**config.mk**
```make
export PLATFORM = sky130hd
export DESIGN_NAME = bram_input_pingpong
export DESIGN_NICKNAME = d
export VERILOG_FILES = /design/src/rtl/bram_input_pingpong.sv
export SDC_FILE = /design/constraint.sdc
export NUM_CORES = 1
export LEC_CHECK = 0
export BUFFER_PORTS_ARGS = -buffer_cell sky130_fd_sc_hd__buf_2
export CAP_MARGIN = 40
export CORE_MARGIN = 5
export CORE_UTILIZATION = 44
export DETAILED_ROUTE_END_ITERATION = 10
export SKIP_LAST_GASP = 1
export SLEW_MARGIN = 20
export SYNTH_ARGS = -nofsm -noshare
export SYNTH_HDL_FRONTEND = slang
export SYNTH_SLANG_ARGS = --single-unit
export TNS_END_PERCENT = 10
```
**constraint.sdc**
```tcl
create_clock -name clk -period 3.6 [get_ports clk]
set_input_delay 0 -clock clk [delete_from_list [all_inputs] [get_ports clk]]
set_output_delay 0 -clock clk [all_outputs]
set_load 0.005 [all_outputs]
```
**src/rtl/bram_input_pingpong.sv**
```systemverilog
// Ping-pong input feature-map buffer: byte-serial writer fills one bank while the reader fetches whole pixels from the other.
// Read latency 1 cycle (2 with OUTPUT_REGISTER="true"); the writer stalls via wr_ready while both banks are full.
module bram_input_pingpong #(
  parameter int    DATA_WIDTH      = 8,
  parameter int    IN_CHANNELS     = 3,
  parameter int    IN_WIDTH        = 4,
  parameter int    IN_HEIGHT       = 4,
  parameter string OUTPUT_REGISTER = "false",
  localparam int   NPIX            = IN_WIDTH * IN_HEIGHT,
  localparam int   PIX_AW          = $clog2(NPIX) + 1
) (
  input  logic                              clk,
  input  logic                              rst_n,
  input  logic [DATA_WIDTH-1:0]             wr_data,
  input  logic                              wr_valid,
  output logic                              wr_ready,
  output logic                              wr_frame_done,
  output logic                              rd_bank_ready,
  input  logic [PIX_AW-1:0]                 rd_addr,
  input  logic                              rd_en,
  output logic [DATA_WIDTH*IN_CHANNELS-1:0] rd_data,
  output logic                              rd_valid,
  input  logic                              rd_release,
  output logic [1:0]                        full_count
);

  localparam int WW  = DATA_WIDTH * IN_CHANNELS;
  localparam int RAW = (NPIX > 1) ? $clog2(NPIX) : 1;
  localparam int CW  = (IN_CHANNELS > 1) ? $clog2(IN_CHANNELS) : 1;
  localparam logic [CW-1:0]  LAST_CH  = CW'(IN_CHANNELS - 1);
  localparam logic [RAW-1:0] LAST_PIX = RAW'(NPIX - 1);

  logic [WW-1:0]  mem [2][NPIX];
  logic [WW-1:0]  ram_q;
  logic [WW-1:0]  asm_q;
  logic [WW-1:0]  asm_nxt;
  logic [CW-1:0]  ch_cnt;
  logic [RAW-1:0] pix_cnt;
  logic           wr_bank;
  logic           rd_bank;
  logic           s1_vld;
  logic           s1_hit;
  logic [WW-1:0]  s1_dat;

  logic           wr_acc;
  logic           pix_wr;
  logic           frame_end;
  logic           rel_ok;
  logic           rd_in_range;
  logic           rd_hit;
  logic           rd_req;
  logic [RAW-1:0] rd_idx;

  assign wr_ready      = (full_count != 2'd2);
  assign rd_bank_ready = (full_count != 2'd0);
  assign wr_acc        = wr_valid & wr_ready;
  assign pix_wr        = wr_acc & (ch_cnt == LAST_CH);
  assign frame_end     = pix_wr & (pix_cnt == LAST_PIX);
  assign rel_ok        = rd_release & rd_bank_ready;
  assign rd_in_range   = (rd_addr < PIX_AW'(NPIX));
  assign rd_req        = rd_en & rd_bank_ready;
  assign rd_hit        = rd_req & rd_in_range;
  assign rd_idx        = rd_addr[RAW-1:0];

  // The final sample of a pixel goes straight into the RAM word, bypassing asm_q.
  always_comb begin
    asm_nxt = asm_q;
    for (int c = 0; c < IN_CHANNELS; c++) begin
      if (ch_cnt == CW'(c)) asm_nxt[c*DATA_WIDTH +: DATA_WIDTH] = wr_data;
    end
  end

  // Writer and reader never share a bank while a read is allowed, so no collision handling.
  always_ff @(posedge clk) begin
    if (pix_wr) mem[wr_bank][pix_cnt] <= asm_nxt;
    if (rd_hit) ram_q <= mem[rd_bank][rd_idx];
  end

  always_ff @(posedge clk or negedge rst_n) begin
    if (!rst_n) begin
      ch_cnt        <= '0;
      pix_cnt       <= '0;
      wr_bank       <= 1'b0;
      rd_bank       <= 1'b0;
      full_count    <= 2'd0;
      asm_q         <= '0;
      wr_frame_done <= 1'b0;
      s1_vld        <= 1'b0;
      s1_hit        <= 1'b0;
    end else begin
      wr_frame_done <= frame_end;
      s1_vld        <= rd_req;
      s1_hit        <= rd_hit;
      if (wr_acc) begin
        asm_q <= asm_nxt;
        if (pix_wr) begin
          ch_cnt <= '0;
          if (frame_end) begin
            pix_cnt <= '0;
            wr_bank <= ~wr_bank;
          end else begin
            pix_cnt <= pix_cnt + 1'b1;
          end
        end else begin
          ch_cnt <= ch_cnt + 1'b1;
        end
      end
      if (rel_ok) rd_bank <= ~rd_bank;
      case ({frame_end, rel_ok})
        2'b10:   full_count <= full_count + 2'd1;
        2'b01:   full_count <= full_count - 2'd1;
        default: full_count <= full_count;
      endcase
    end
  end

  // Padding reads keep s1_hit low, so they return zero with valid set.
  assign s1_dat = s1_hit ? ram_q : '0;

  if (OUTPUT_REGISTER == "true") begin : g_oreg
    logic [WW-1:0] o_dat;
    logic          o_vld;
    always_ff @(posedge clk or negedge rst_n) begin
      if (!rst_n) begin
        o_dat <= '0;
        o_vld <= 1'b0;
      end else begin
        o_dat <= s1_dat;
        o_vld <= s1_vld;
      end
    end
    assign rd_data  = o_dat;
    assign rd_valid = o_vld;
  end else begin : g_noreg
    assign rd_data  = s1_dat;
    assign rd_valid = s1_vld;
  end

endmodule

```
======== After elaboration in Yosys (flattened, before gate mapping) ========
Memories as Yosys holds them, arrays and structs flattened.
Cells that the tools add are included.
storage, ports and cells
  memories kept ........................... 1
  bits in read-only memories .............. 0
  output and inout port bits .............. 30
  logic and storage cells ................. 55
  RAM bits ................................ 768
  register bits ........................... 61
  bits in latches ......................... 0
memory list
  memory  words  width  read ports  clocked after memory_dff  write ports  RTL line  source
  mem     2      384    1           0                         1            33        logic [WW-1:0] mem [2][NPIX];
cells by class
  reduce and logical (&&, ||, !) cells .... 6
  bitwise logic cells ..................... 10
  multipliers ............................. 0
  divide/modulo/power cells ............... 0
  shift-type cells ........................ 0
  $add $sub $neg .......................... 4
  mux-type cells .......................... 14
  $lt $le $gt $ge ......................... 4
  equal/unequal tests ..................... 6
operator list
  operator             count
  $mux 384             1
  $bmux 24 s4          1
  $demux 24 s4         1
  $mux 24              4
  $mux 8               3
  $ge 5x5->1 const B   2
  $not 4->5            2
  $and 1x1->1          6
  $lt 5x1->1 const B   1
  $lt 5x5->1 const B   1
  $add 2x1->2 const B  2
  $add 4x1->4 const B  1
  $eq 2x1->1 const B   2
  $eq 2x2->1 const B   2
  $eq 4x4->1 const B   1
  $mux 4               1
  $pmux 2 s2           1
  $reduce_bool 2->1    2
  $reduce_and 3->1     1
  $logic_not 2->1      1
  $mux 2               1
  $ne 2x2->1 const B   1
  $not 1->1            2
  $reduce_and 2->1     1
  3 further kinds      3

======== Logic depth before layout (Yosys ltp) ========
  depth after elaboration ................. 6
  gate-level depth with buffers ........... 9
  mapped depth without buffers ............ 8

======== Worst setup path after synthesis ========
Ideal clock, no wire load.
  path type ............................... register to register
  from .................................... reg full_count[0]
  to ...................................... mem mem[0][72] (netlist bit), enable pin
  cell stages (with the launch flop) ...... 7
  library setup time ...................... 435 ps
  data required time ...................... 3,165 ps
  arrival ................................. 2,768 ps
  path slack .............................. 397 ps
  cells stage by stage .................... dfrtp_1 > nand2b_1 > buf_6 > and3_1 > buf_2 > nand2_1 > nor3_1
between the ends
  cells in the longest elaborated chain, start to end .. 5
ends and longest elaborated chain
  what                            RTL line  source
  start: declaration              24        output logic [1:0] full_count
  start signal: assignment        110       2'b10: full_count <= full_count + 2'd1;
  start signal: assignment        111       2'b01: full_count <= full_count - 2'd1;
  start signal: assignment        112       default: full_count <= full_count;
  $ne 2x2->1                      54        assign wr_ready = (full_count != 2'd2);
  net wr_ready                    16        output logic wr_ready,
  $and 1x1->1                     56        assign wr_acc = wr_valid & wr_ready;
  $and 1x1->1                     57        assign pix_wr = wr_acc & (ch_cnt == LAST_CH);
  $mux 1                          75        if (pix_wr) mem[wr_bank][pix_cnt] <= asm_nxt;
  $mux 384 (not written as such)  75
  end: declaration                33
The timed path passes the listed nets, and every way through them passes these cells.

======== Final worst setup path ========
  from .................................... reg rd_bank
  to ...................................... reg ram_q[2] (data pin)
between the ends
  cells in the longest elaborated chain, start to end .. 4
ends and longest elaborated chain
  what                                        RTL line  source
  start: declaration                          40        logic rd_bank;
  start signal: assignment                    108       if (rel_ok) rd_bank <= ~rd_bank;
  $mem_v2 2x384                               -
  $bmux 24 s4                                 76        if (rd_hit) ram_q <= mem[rd_bank][rd_idx];
  $mux 24 (not written as such) (2 in a row)  76
  end signal: assignment                      76
  end: declaration                            34        logic [WW-1:0] ram_q;
Every way passes these cells. The select of a mux whose other input is x is not followed.
A chain may end at the register's enable or synchronous reset.

==> results_dict.tcl <==
set metrics [dict create \
    cp.arrival_ns 3.02 \
    p_per_area_nw_per_um2 687 \
    via_per_inst 5.63 \
    clk_latency_ns 0.63 \
    cp_top_family "simple AND/OR/NAND/NOR gates" \
    rsz0062_at_grt "no" \
    gp_congestion 0.798 \
    yosysTopAreaCell "edfxtp_1" \
    ys_seq_area_frac 0.755 \
    grt_max_degree 97 \
    grt_usage 0.197 \
    timing.fmax_ghz 0.372 \
    cts.sinks 829 \
    worstPathRequired_ns 3.93 \
    setup_ws_ns 0.909 \
    min_period_ns 2.69 \
    worstMarginPinSlew_ns 0.871 \
    htreeDepth 3 \
    vdd_drop_max_uv 479 \
    slew_headroom 0.418 \
    syn_nets 1913 \
    drc 0 \
    clock-root-buffer "clkbuf_16" \
    dp_slack_ns 0.922 \
    grt_pass1_wl_um 116000 \
    die_h_um 283 \
    slowest_stage "nor2b_4" \
    hold_viol 0 \
    syn_area_um2 32700 \
    syn2layout_area_growth_pct 13.9 \
    antenna_found_initial 1 \
    hold_class "primary input to register" \
    cts-resized-gates 0 \
    async_flop_share 0.0446 \
    crit_type "register to register" \
    outcome "complete, no violations" \
    cts_buffers 82 \
    routed_wirelength_um 79200 \
    worstHoldPathCells 5 \
    synth_cells 1890 \
    drv_cap 0 \
    clk_path_buf_depth 3 \
    cts_tree "done" \
    grt-ovfl-total 0 \
    drtIter0Drc 1499 \
    drive_above_1_share 0.150 \
    boundaryPins 48 \
    end_kind "register" \
    coreArea_um2 74100 \
    synth_edf_count 792 \
    cp.depth 5 \
    nNetsFinal 2027 \
    avgSynthCellArea_um2 17.3 \
    maxSlewViolCount 0 \
    via_count 17100 \
    yosysTopAreaCellShare 0.727 \
    cp_max_fo 50 \
    slowest_delay_ns 0.67 \
    yosysMostFrequentCell "edfxtp_1" \
    diodes 0 \
    cp_cell_sequence "nor2b_4, buf_12, a22oi_1, a31oi_1, nand3_1" \
    initial_core_util 0.442 \
    synth_seq_cells 829 \
    worst-r2r-cell-count 5 \
    ys_top_cells_by_area "edfxtp_1 73%, mux2i_1 12%, dfrtp_1 2.8%" \
    synthFlopType "edfxtp_1" \
    clkTransAtPathRegs_ns 0.06 \
    synth.top_cells.by_count "792 x edfxtp_1, 384 x mux2i_1, 110 x nand2_1, 74 x nand3_1" \
    place_hpwl_um 44900 \
    path_buf_inv 1 \
    final_area_um2 37300 \
    num_rows 100 \
    placed_area_um2 34400 \
    dieWidth_um 283 \
    ant_nets 0 \
    synth_cell_type_count 40 \
    first_pass_iters 5 \
    wire_per_inst_um 26.0 \
    grt_pass1_vias 17200 \
    clock_skew_ns 0.0170 \
    crit_path_start_kind "register" \
    dieArea_um2 79900 \
    power.leakage_nw 13.2 \
    setup-violations-final 0 \
    fin_crit_sh 0.747 \
    utilization 0.503 \
    io_buffers 47 \
    setup_tns_ns 0 \
    ys_warn_count 0 \
]
[worst min-delay path, stage by stage]
cell	delay [ns]
buf_2	0.17
nor2b_4	0.16
nand2_1	0.09
nand3_1	0.06
nand3_1	0.13
[power breakdown]
group / internal, mW / switching [mW]
sequential: 12.6 / 0.182
combinational: 1.11 / 3.35
clock: 4.77 / 3.56
total: 18.5 / 7.09
[what timing repair did]
item / CTS / global route
hold buffers: 22 / 0
endpoints found under the setup margin: 0 / 0
buffers inserted: 0 / 0
hold endpoints to repair: 98 / 0
[state kept, by name, summed over array words and instances, names as in the netlist]
name / cells
ram_q: 24
rd_bank: 1
full_count: 2
wr_frame_done: 1
s1_hit: 1
ch_cnt: 2
rd_valid: 1
pix_cnt: 4
asm_q: 24
mem: 768
wr_bank: 1
[metal layers]
layer | global-route usage | wire length, um | vias to the layer above
li1 | - | - | 7641
met4 | 0.0598 | 2000 | 2
met3 | 0.0371 | 5000 | 111
met1 | 0.270 | 33400 | 8804
met5 | 0 | 13 | -
met2 | 0.323 | 38800 | 567
[final cells by class]
type	instances	area, um2
Tap cell	969	1210
Multi-Input combinational cell	950	7490
Sequential cell	829	24700
Timing Repair Buffer	138	1220
Clock buffer	99	2150
Fill cell	6045	36800
Inverter	3	11.3
Clock inverter	54	468
[metrics by stage]
| step | std cells | total power, mW | hold WS [ns] |
|---|---|---|---|
| 2_1_floorplan | 1890 | 15.6 | -0.296 |
| 3_3_place_gp | 2862 | 17.4 | 0.189 |
| 3_5_place_dp | 2866 | 17.5 | -0.0956 |
| 4_1_cts | 3041 | 25.8 | 0.103 |
| 5_1_grt | 3042 | 26.6 | 0.158 |
| 6_report | 3042 | 25.6 | 0.136 |
[layout by cell type, fill, tap and decap left out, types with 5 or more instances in the layout]
cell,netlist,final
nor2_2,1,18
mux2i_1,384,384
clkbuf_1,35,15
ha_1,5,5
nand3_1,74,74
nor2_4,1,13
mux2_4,8,8
dlygate4sd3_1,0,22
a21oi_1,72,72
buf_4,22,50
dfrtp_1,37,37
mux2_1,8,8
buf_2,26,46
clkinv_2,0,17
a22oi_1,72,72
a31oi_1,24,24
clkbuf_16,0,83
a22o_1,48,48
nand2_1,110,110
clkinv_1,0,20
nor3_1,27,24
mux2_2,24,24
and2_1,28,27
bufinv_16,0,7
edfxtp_1,792,792
buf_12,0,16
[path summary, 6_finish.rpt]
check                                            from                     to  slack, ns
max in group asynchronous                       rst_n       s1_hit$_DFF_PN0_       2.22
worst max register to register    rd_bank$_DFFE_PN0P_     ram_q[2]$_DFFE_PP_       0.91
worst max-delay path              rd_bank$_DFFE_PN0P_     ram_q[2]$_DFFE_PP_       0.91
min in group asynchronous                       rst_n  asm_q[12]$_DFFE_PN0N_       0.45
worst min register to register  asm_q[20]$_DFFE_PN0N_  asm_q[20]$_DFFE_PN0N_       0.47
worst min-delay path                       rd_addr[1]    ram_q[14]$_DFFE_PP_       0.14
[kinds of logic after synthesis]
family | synth area share
XOR/XNOR | 0.00161
flip-flops | 0.755
adder cells (fa/ha/maj) | 0.00191
AO/OA/AOI/OAI | 0.0457
AND/OR/NAND/NOR | 0.0422
buffers and inverters | 0.0212
multiplexers | 0.132
(Power assumes the default switching activity.)
